File: src/rtl/amm_cfg_master.sv
// Avalon-MM initiator that loads the key-pattern control block from one start
// command: disable, write key symbols, write enable, then optionally read back.
module amm_cfg_master #(
    parameter int REG_WIDTH  = 32,
    parameter int REG_DEPTH  = 4,
    parameter int PAT_WIDTH  = REG_DEPTH - 1,
    parameter int PAT_SIZE   = PAT_WIDTH * REG_WIDTH,
    parameter int ADDR_WIDTH = 4,
    parameter int TIMEOUT    = 16
) (
    input  logic                  clk_i,
    input  logic                  arst_n_i,
    input  logic                  start_i,
    input  logic [0:PAT_SIZE-1]   pattern_i,
    input  logic                  enable_i,
    input  logic                  verify_i,
    output logic [ADDR_WIDTH-1:0] amm_address,
    output logic                  amm_write,
    output logic [REG_WIDTH-1:0]  amm_writedata,
    output logic                  amm_read,
    input  logic                  amm_waitrequest,
    input  logic [REG_WIDTH-1:0]  amm_readdata,
    input  logic                  amm_readdatavalid,
    output logic                  busy_o,
    output logic                  done_o,
    output logic                  error_o,
    output logic [ADDR_WIDTH-1:0] err_addr_o
);

    localparam logic [2:0] S_IDLE    = 3'd0;
    localparam logic [2:0] S_WR_DIS  = 3'd1;
    localparam logic [2:0] S_WR_PAT  = 3'd2;
    localparam logic [2:0] S_WR_EN   = 3'd3;
    localparam logic [2:0] S_RD_REQ  = 3'd4;
    localparam logic [2:0] S_RD_WAIT = 3'd5;
    localparam logic [2:0] S_FIN     = 3'd6;

    localparam int TW = $clog2(TIMEOUT + 1);
    localparam logic [TW-1:0]         TMAX      = TW'(TIMEOUT - 1);
    localparam logic [ADDR_WIDTH-1:0] LAST_ADDR = ADDR_WIDTH'(PAT_WIDTH);

    logic [2:0]            state_q;
    logic [ADDR_WIDTH-1:0] idx_q;
    logic [TW-1:0]         timer_q;
    logic                  busy_q;
    logic                  done_q;
    logic                  error_q;
    logic [ADDR_WIDTH-1:0] err_addr_q;

    logic [REG_WIDTH-1:0]  pat_q [PAT_WIDTH];
    logic                  en_q;
    logic                  verify_q;

    logic [REG_WIDTH-1:0]  en_word;
    logic [REG_WIDTH-1:0]  pat_sel;
    logic [REG_WIDTH-1:0]  exp_word;
    logic                  rd_take;
    logic                  timed_out;

    // Shadow copies of the command; loaded only on an accepted start.
    always_ff @(posedge clk_i) begin
        if (state_q == S_IDLE && start_i) begin
            for (int i = 0; i < PAT_WIDTH; i++) begin
                pat_q[i] <= pattern_i[REG_WIDTH*i +: REG_WIDTH];
            end
            en_q     <= enable_i;
            verify_q <= verify_i;
        end
    end

    assign en_word = {{(REG_WIDTH-1){1'b0}}, en_q};

    always_comb begin
        pat_sel = '0;
        for (int i = 0; i < PAT_WIDTH; i++) begin
            if (idx_q == ADDR_WIDTH'(i + 1)) begin
                pat_sel = pat_q[i];
            end
        end
    end

    assign exp_word  = (idx_q == '0) ? en_word : pat_sel;
    assign rd_take   = ((state_q == S_RD_REQ) && !amm_waitrequest && amm_readdatavalid) ||
                       ((state_q == S_RD_WAIT) && amm_readdatavalid);
    assign timed_out = (state_q == S_RD_WAIT) && !amm_readdatavalid && (timer_q == TMAX);

    // Bus outputs decode straight from state so they hold steady under waitrequest.
    always_comb begin
        amm_write     = 1'b0;
        amm_read      = 1'b0;
        amm_address   = '0;
        amm_writedata = '0;
        case (state_q)
            S_WR_DIS: begin
                amm_write = 1'b1;
            end
            S_WR_PAT: begin
                amm_write     = 1'b1;
                amm_address   = idx_q;
                amm_writedata = pat_sel;
            end
            S_WR_EN: begin
                amm_write     = 1'b1;
                amm_writedata = en_word;
            end
            S_RD_REQ: begin
                amm_read    = 1'b1;
                amm_address = idx_q;
            end
            S_RD_WAIT: begin
                amm_address = idx_q;
            end
            default: ;
        endcase
    end

    always_ff @(posedge clk_i or negedge arst_n_i) begin
        if (!arst_n_i) begin
            state_q    <= S_IDLE;
            idx_q      <= '0;
            timer_q    <= '0;
            busy_q     <= 1'b0;
            done_q     <= 1'b0;
            error_q    <= 1'b0;
            err_addr_q <= '0;
        end else begin
            done_q <= 1'b0;
            case (state_q)
                S_IDLE: begin
                    if (start_i) begin
                        state_q    <= S_WR_DIS;
                        busy_q     <= 1'b1;
                        error_q    <= 1'b0;
                        err_addr_q <= '0;
                        idx_q      <= '0;
                    end
                end
                S_WR_DIS: begin
                    if (!amm_waitrequest) begin
                        state_q <= S_WR_PAT;
                        idx_q   <= ADDR_WIDTH'(1);
                    end
                end
                S_WR_PAT: begin
                    if (!amm_waitrequest) begin
                        if (idx_q == LAST_ADDR) begin
                            state_q <= S_WR_EN;
                        end else begin
                            idx_q <= idx_q + 1'b1;
                        end
                    end
                end
                S_WR_EN: begin
                    if (!amm_waitrequest) begin
                        if (verify_q) begin
                            state_q <= S_RD_REQ;
                            idx_q   <= '0;
                        end else begin
                            state_q <= S_FIN;
                        end
                    end
                end
                S_RD_REQ: begin
                    if (!amm_waitrequest) begin
                        if (amm_readdatavalid) begin
                            if (idx_q == LAST_ADDR) begin
                                state_q <= S_FIN;
                            end else begin
                                idx_q <= idx_q + 1'b1;
                            end
                        end else begin
                            state_q <= S_RD_WAIT;
                            timer_q <= '0;
                        end
                    end
                end
                S_RD_WAIT: begin
                    if (amm_readdatavalid) begin
                        if (idx_q == LAST_ADDR) begin
                            state_q <= S_FIN;
                        end else begin
                            idx_q   <= idx_q + 1'b1;
                            state_q <= S_RD_REQ;
                        end
                    end else if (timer_q == TMAX) begin
                        state_q <= S_FIN;
                    end else begin
                        timer_q <= timer_q + 1'b1;
                    end
                end
                S_FIN: begin
                    state_q <= S_IDLE;
                    busy_q  <= 1'b0;
                    done_q  <= 1'b1;
                end
                default: begin
                    state_q <= S_IDLE;
                    busy_q  <= 1'b0;
                end
            endcase

            // Only the first failure of a sequence is kept.
            if (!error_q && ((rd_take && (amm_readdata != exp_word)) || timed_out)) begin
                error_q    <= 1'b1;
                err_addr_q <= idx_q;
            end
        end
    end

    assign busy_o     = busy_q;
    assign done_o     = done_q;
    assign error_o    = error_q;
    assign err_addr_o = err_addr_q;

endmodule

File: config.mk
export PLATFORM = sky130hd
export DESIGN_NAME = amm_cfg_master
export DESIGN_NICKNAME = d
export VERILOG_FILES = /design/src/rtl/amm_cfg_master.sv
export SDC_FILE = /design/constraint.sdc
export NUM_CORES = 1
export LEC_CHECK = 0
export BUFFER_PORTS_ARGS = -buffer_cell sky130_fd_sc_hd__buf_2
export CELL_PAD_IN_SITES_DETAIL_PLACEMENT = 1
export CELL_PAD_IN_SITES_GLOBAL_PLACEMENT = 1
export CORE_MARGIN = 2
export CORE_UTILIZATION = 43
export DETAILED_ROUTE_END_ITERATION = 10
export HOLD_SLACK_MARGIN = 0.02
export PLACE_DENSITY_LB_ADDON = 0.1
export SYNTH_ARGS = -nofsm -noshare
export SYNTH_HDL_FRONTEND = slang
export SYNTH_SLANG_ARGS = --single-unit
export TNS_END_PERCENT = 50
File: constraint.sdc
create_clock -name clk_i -period 24 [get_ports clk_i]
set_input_delay 3.6 -clock clk_i [delete_from_list [all_inputs] [get_ports clk_i]]
set_output_delay 3.6 -clock clk_i [all_outputs]
set_load 0.05 [all_outputs]
# After elaboration in Yosys (flattened, before gate mapping)
# Memory sizes are Yosys's and may differ from the RTL's.
# Cells that the tools add are included.
# word_totals
ramBits	96
inputBits	135
output_inout_bits	45
elab_cells	108
register_bits	21
memories	1
# memory_table
memory	words	word_bits	rd	rd_clocked_by_memory_dff	wr	line_no	rtl
pat_q	3	32	3	0	3	50	logic [REG_WIDTH-1:0] pat_q [PAT_WIDTH];
# op_classes
n_reduce_logical	27
n_addsub	2
n_mux	45
n_eq_ne	23
bitwise_logic	1
# ops
operator	n
$mux W32	4
$pmux W32 S2	1
$mux W4	11
$ne A32 B32 Y1	1
$mux W3	10
$pmux W4 S6	1
$mux W5	4
$ne A2 B2 Y1 const B	10
$pmux W3 S6	1
$pmux W5 S2	1
$eq A3 B3 Y1 const B	3
$mux W1	9
$eq A4 B2 Y1 const B	2
$logic_and A1 B1 Y1	8
$reduce_and A8 Y1	1
$reduce_and A7 Y1	1
$eq A3 B2 Y1 const B	2
$reduce_bool A2 Y1	3
$reduce_bool A6 Y1	1
$reduce_or A3 Y1	2
$add A5 B1 Y5 const B	1
$eq A5 B4 Y1 const B	1
$reduce_and A5 Y1	1
$reduce_or A5 Y1	1
13 further kinds	18

# Longest topological paths before layout
# depth
word_depth	11
mapped_depth	13
mapped_depth_nobuf	11

# Least setup slack after synthesis
# Ideal clock, no wire load.
# synth_timing
kind	input port to flip-flop
startpoint	input start_i
endpoint	register error_q, in the netlist error_o
n_path_buf	0
cell_stages	3
t_arrival_ps	15154
setup_time_ps	128
setup_slack_ps	8719
required_ps	23872
cell_sequence	nor4b_1 > inv_1 > a21o_1
# synth_via
elab_chain_cells	2
# synth_rtl
element	line_no	rtl
from (decl)	13	input logic start_i,
$reduce_bool A2 Y1 (no source line)	--	
$reduce_and A2 Y1 (no source line)	--	
to (signal assigned)	124	error_q <= 1'b0;
to (signal assigned)	133	error_q <= 1'b0;
to (signal assigned)	204	error_q <= 1'b1;
to (decl)	47	logic error_q;
# No other way between the ends.
# A chain may end at the register's enable or synchronous reset.

# Final worst setup path
# layout_timing
startpoint	register idx_q[1]
endpoint	output amm_writedata[0]
# layout_via
elab_chain_cells	5
elab_cells_between_ends	7
cone_classes	3 x eq/ne; 4 x mux
# layout_rtl
element	line_no	rtl
from (decl)	43	logic [ADDR_WIDTH-1:0] idx_q;
from (signal assigned)	149	idx_q <= idx_q + 1'b1;
from (signal assigned)	169	idx_q <= idx_q + 1'b1;
from (signal assigned)	182	idx_q <= idx_q + 1'b1;
$eq A4 B1 Y1	76	if (idx_q == ADDR_WIDTH'(i + 1)) begin
$mux W32 (2 in a row)	76	
$mux W32 *	76	
$pmux W32 S2 *	93	case (state_q)
to (decl)	19	output logic [REG_WIDTH-1:0] amm_writedata,
# Mark *: on every way between the ends. The rest lies on a longest branch, timed or not.

==> results.yml <==
timing:
  clock.fmax_ghz: 0.138
  period_needed_ns: 7.24
  setup_tns_ns: 0
  rsz0062_at_grt: "false"
  slew_headroom_pct: 15.1
  tightest_slew_ns: 1.27
  fin_worst_skew_ns: 0.00745
  setup_viol: 0
  slew_violations: 0
  fin_crit_sh_pct: 30.1
  hold_viol: 0
grt:
  busiest_layer: "met2"
  grt_util_met2_pct: 42.7
  grt_pass1_wl_um: 28500
  grt_overflow: 0
  grt_pass1_vias: 5377
  antenna_found_initial: 1
  grt_max_degree: 77
  grt_use_total_pct: 25.8
  met3_usage_pct: 6.79
  gr-usage-met1_pct: 32.7
floorplan:
  die_w_um: 122
  die_area_um2: 14900
  rows: 43
  fp.dieH_um: 122
  core_um2: 13700
  num_io_pins: 180
  start_util_pct: 43.5
power_and_ir_drop:
  power_w: 0.00102
  p_leak_nw: 3.13
  ir_worst_vdd_uv: 73.9
  power_density_nw_per_um2: 135
finish:
  final_util_pct: 55.4
  final_cells: 910
  area_growth_pct: 27.2
  final_cell_area_um2: 7600
  final_nets: 859
  drive_gt1_share_pct: 31.2
  diodes: 0
setup_path:
  end_kind: "primary output"
  worst-path-max-fanout: 28
  critPathBufInv: 2
  reg2reg_setup_slack_ns: 19.63
  cpMostUsedCell: "nor3_1"
  r2r_start: "idx_q[1]"
  crit_chain: "inv_1, ha_1, nor2b_1, a221oi_1, nor3_1, mux2i_1, nor3_1, buf_2"
  start_kind: "flop"
  crit_family: "adder cells"
  crit_slowest_cell: "ha_1"
  arrival_ns: 3.64
  slowest_delay_ns: 1.03
  worstPathRequired_ns: 20.40
  reg2reg_to: "err_addr_o[2]"
  path_class: "reg -> out"
  worstRegToRegCells: 11
clock_network:
  ctsResizeCount: 0
  clockRootBuffer: "clkbuf_16"
  numCtsBuffers: 17
  cts.sinks: 117
  cts_buffer_depth: 2
  htreeDepth: 4
  insertion_delay_ns: 0.42
  hold_buffers: 0
  cts_setup_buffers: 0
  tritoncts: "yes"
  cts.clk_slew.worst_paths_ns: 0.06
synth:
  synth_area_um2: 5970
  synthCells: 549
  synth.most_common_cell: "edfxtp_1"
  synth_top_area_share_pct: 49.3
  ys_seq_area_share_pct: 57.2
  synth_common_cells: "edfxtp_1 (98), nand2_1 (46), a21oi_1 (44)"
  ys_seq_elements: 117
  synth_edf_count: 98
  yosys-top-cells-area: "edfxtp_1 (49%), dfrtp_1 (8.0%), a21oi_1 (3.7%), nand3b_1 (3.4%), nor2b_1 (3.0%)"
  ys_warn_count: 0
  yosysUniqueCellTypes: 54
  yosys.area.top_type: "edfxtp_1"
  avgSynthCellArea_um2: 10.9
  yosys_most_used_dff: "edfxtp_1"
  syn-num-nets: 690
  synthArstFlopShare_pct: 16.2
routing:
  wl_um: 18500
  remaining_drc_errors: 0
  avgRoutedWirePerCell_um: 20.4
  ant_nets: 0
  firstDrtPassIters: 4
  drtIter0Drc: 344
  vias: 5100
  viasPerCell: 5.60
hold_path:
  whs_path_depth: 2
  min_from: "err_addr_o[0]"
  holdPathEnd: "err_addr_o[0]"
  hp-class: "reg -> reg"
outcome:
  outcome: "finished, final reports clean"
placement:
  placed_area_um2: 7000
  gp_congestion: 0.838
  io_buffers: 179
  dp_cells: 879
  dp_hpwl_um: 12800
flow_run:
  cap_violations: 0
-- power by group --
part	switching, W	leakage, nW	internal, W
sequential	0.0000234	1.14	0.000265
clock	0.0000977	0.286	0.000164
combinational	0.000337	1.70	0.000136
total	0.000458	3.13	0.000565
-- worst reg2reg max path: cells and delay by family (launching register included) --
kind / cells / cell delay, ns
muxes: 1 / 0.30
adders and majority gates: 1 / 1.03
DFF: 1 / 0.43
and+or+nand+nor: 4 / 1.58
AOI/OAI and AO/OA: 4 / 0.78
buffers and inverters: 1 / 0.14
-- sequential cells by signal, indices dropped and copies added, names as in the netlist, 3 cells and up --
register / count
pat_q: 96
state_q: 3
timer_q: 5
err_addr_o: 4
idx_q: 4
-- per-stage QoR --
stage / hold slack (ns) / worst slack, ns
after floorplan: 0.450 / 8.72
after global placement: 0.459 / 17.35
after detailed placement: 0.492 / 17.24
after CTS: 0.525 / 16.76
after global routing: 0.559 / 16.47
final: 0.522 / 16.76
-- worst max path at each step --
stage                        to     start  slack [ns]  cells past startpoint
6_report       amm_writedata[0]  idx_q[1]       16.76                      8
4_1_cts        amm_writedata[0]  idx_q[1]       16.76                      8
2_1_floorplan           error_o   start_i        8.72                      3
5_1_grt        amm_writedata[0]  idx_q[1]       16.47                      8
3_3_place_gp   amm_writedata[0]  idx_q[1]       17.35                      8
3_5_place_dp   amm_writedata[0]  idx_q[1]       17.24                      8
-- cell type report --
type | instances | area, um2
Clock buffer | 17 | 425
Tap cell | 180 | 225
Inverter | 37 | 139
Fill cell | 1562 | 6120
Multi-Input combinational cell | 361 | 2280
Timing Repair Buffer | 184 | 933
Clock inverter | 14 | 179
Sequential cell | 117 | 3420
-- logic make-up after synthesis --
family | count (synthesis) | share of synthesized area (%)
muxes | 5 | 0.880
DFF | 117 | 57.2
AOI/OAI and AO/OA | 133 | 15.1
and+or+nand+nor | 199 | 18.1
xor gates and xnor gates | 18 | 2.64
buffers and inverters | 71 | 4.80
adders and majority gates | 6 | 1.26
-- cell usage in the layout (no fill, tap or decap), drive strengths merged, types with 13 or more instances in the layout --
cell type,count
buf,184
nor3,15
a221o,13
o21ai,31
edfxtp,98
clkbuf,17
dfrtp,19
nand2,46
nor2,40
nor2b,29
inv,40
a21oi,44
a221oi,19
nand3b,27
-- metal layers --
metal | up-vias | wire, um
met1 | 2525 | 8030
li1 | 2380 | -
met3 | 25 | 1080
met2 | 168 | 9100
met5 | - | 14
met4 | 2 | 298
(Power assumes the default switching activity.)
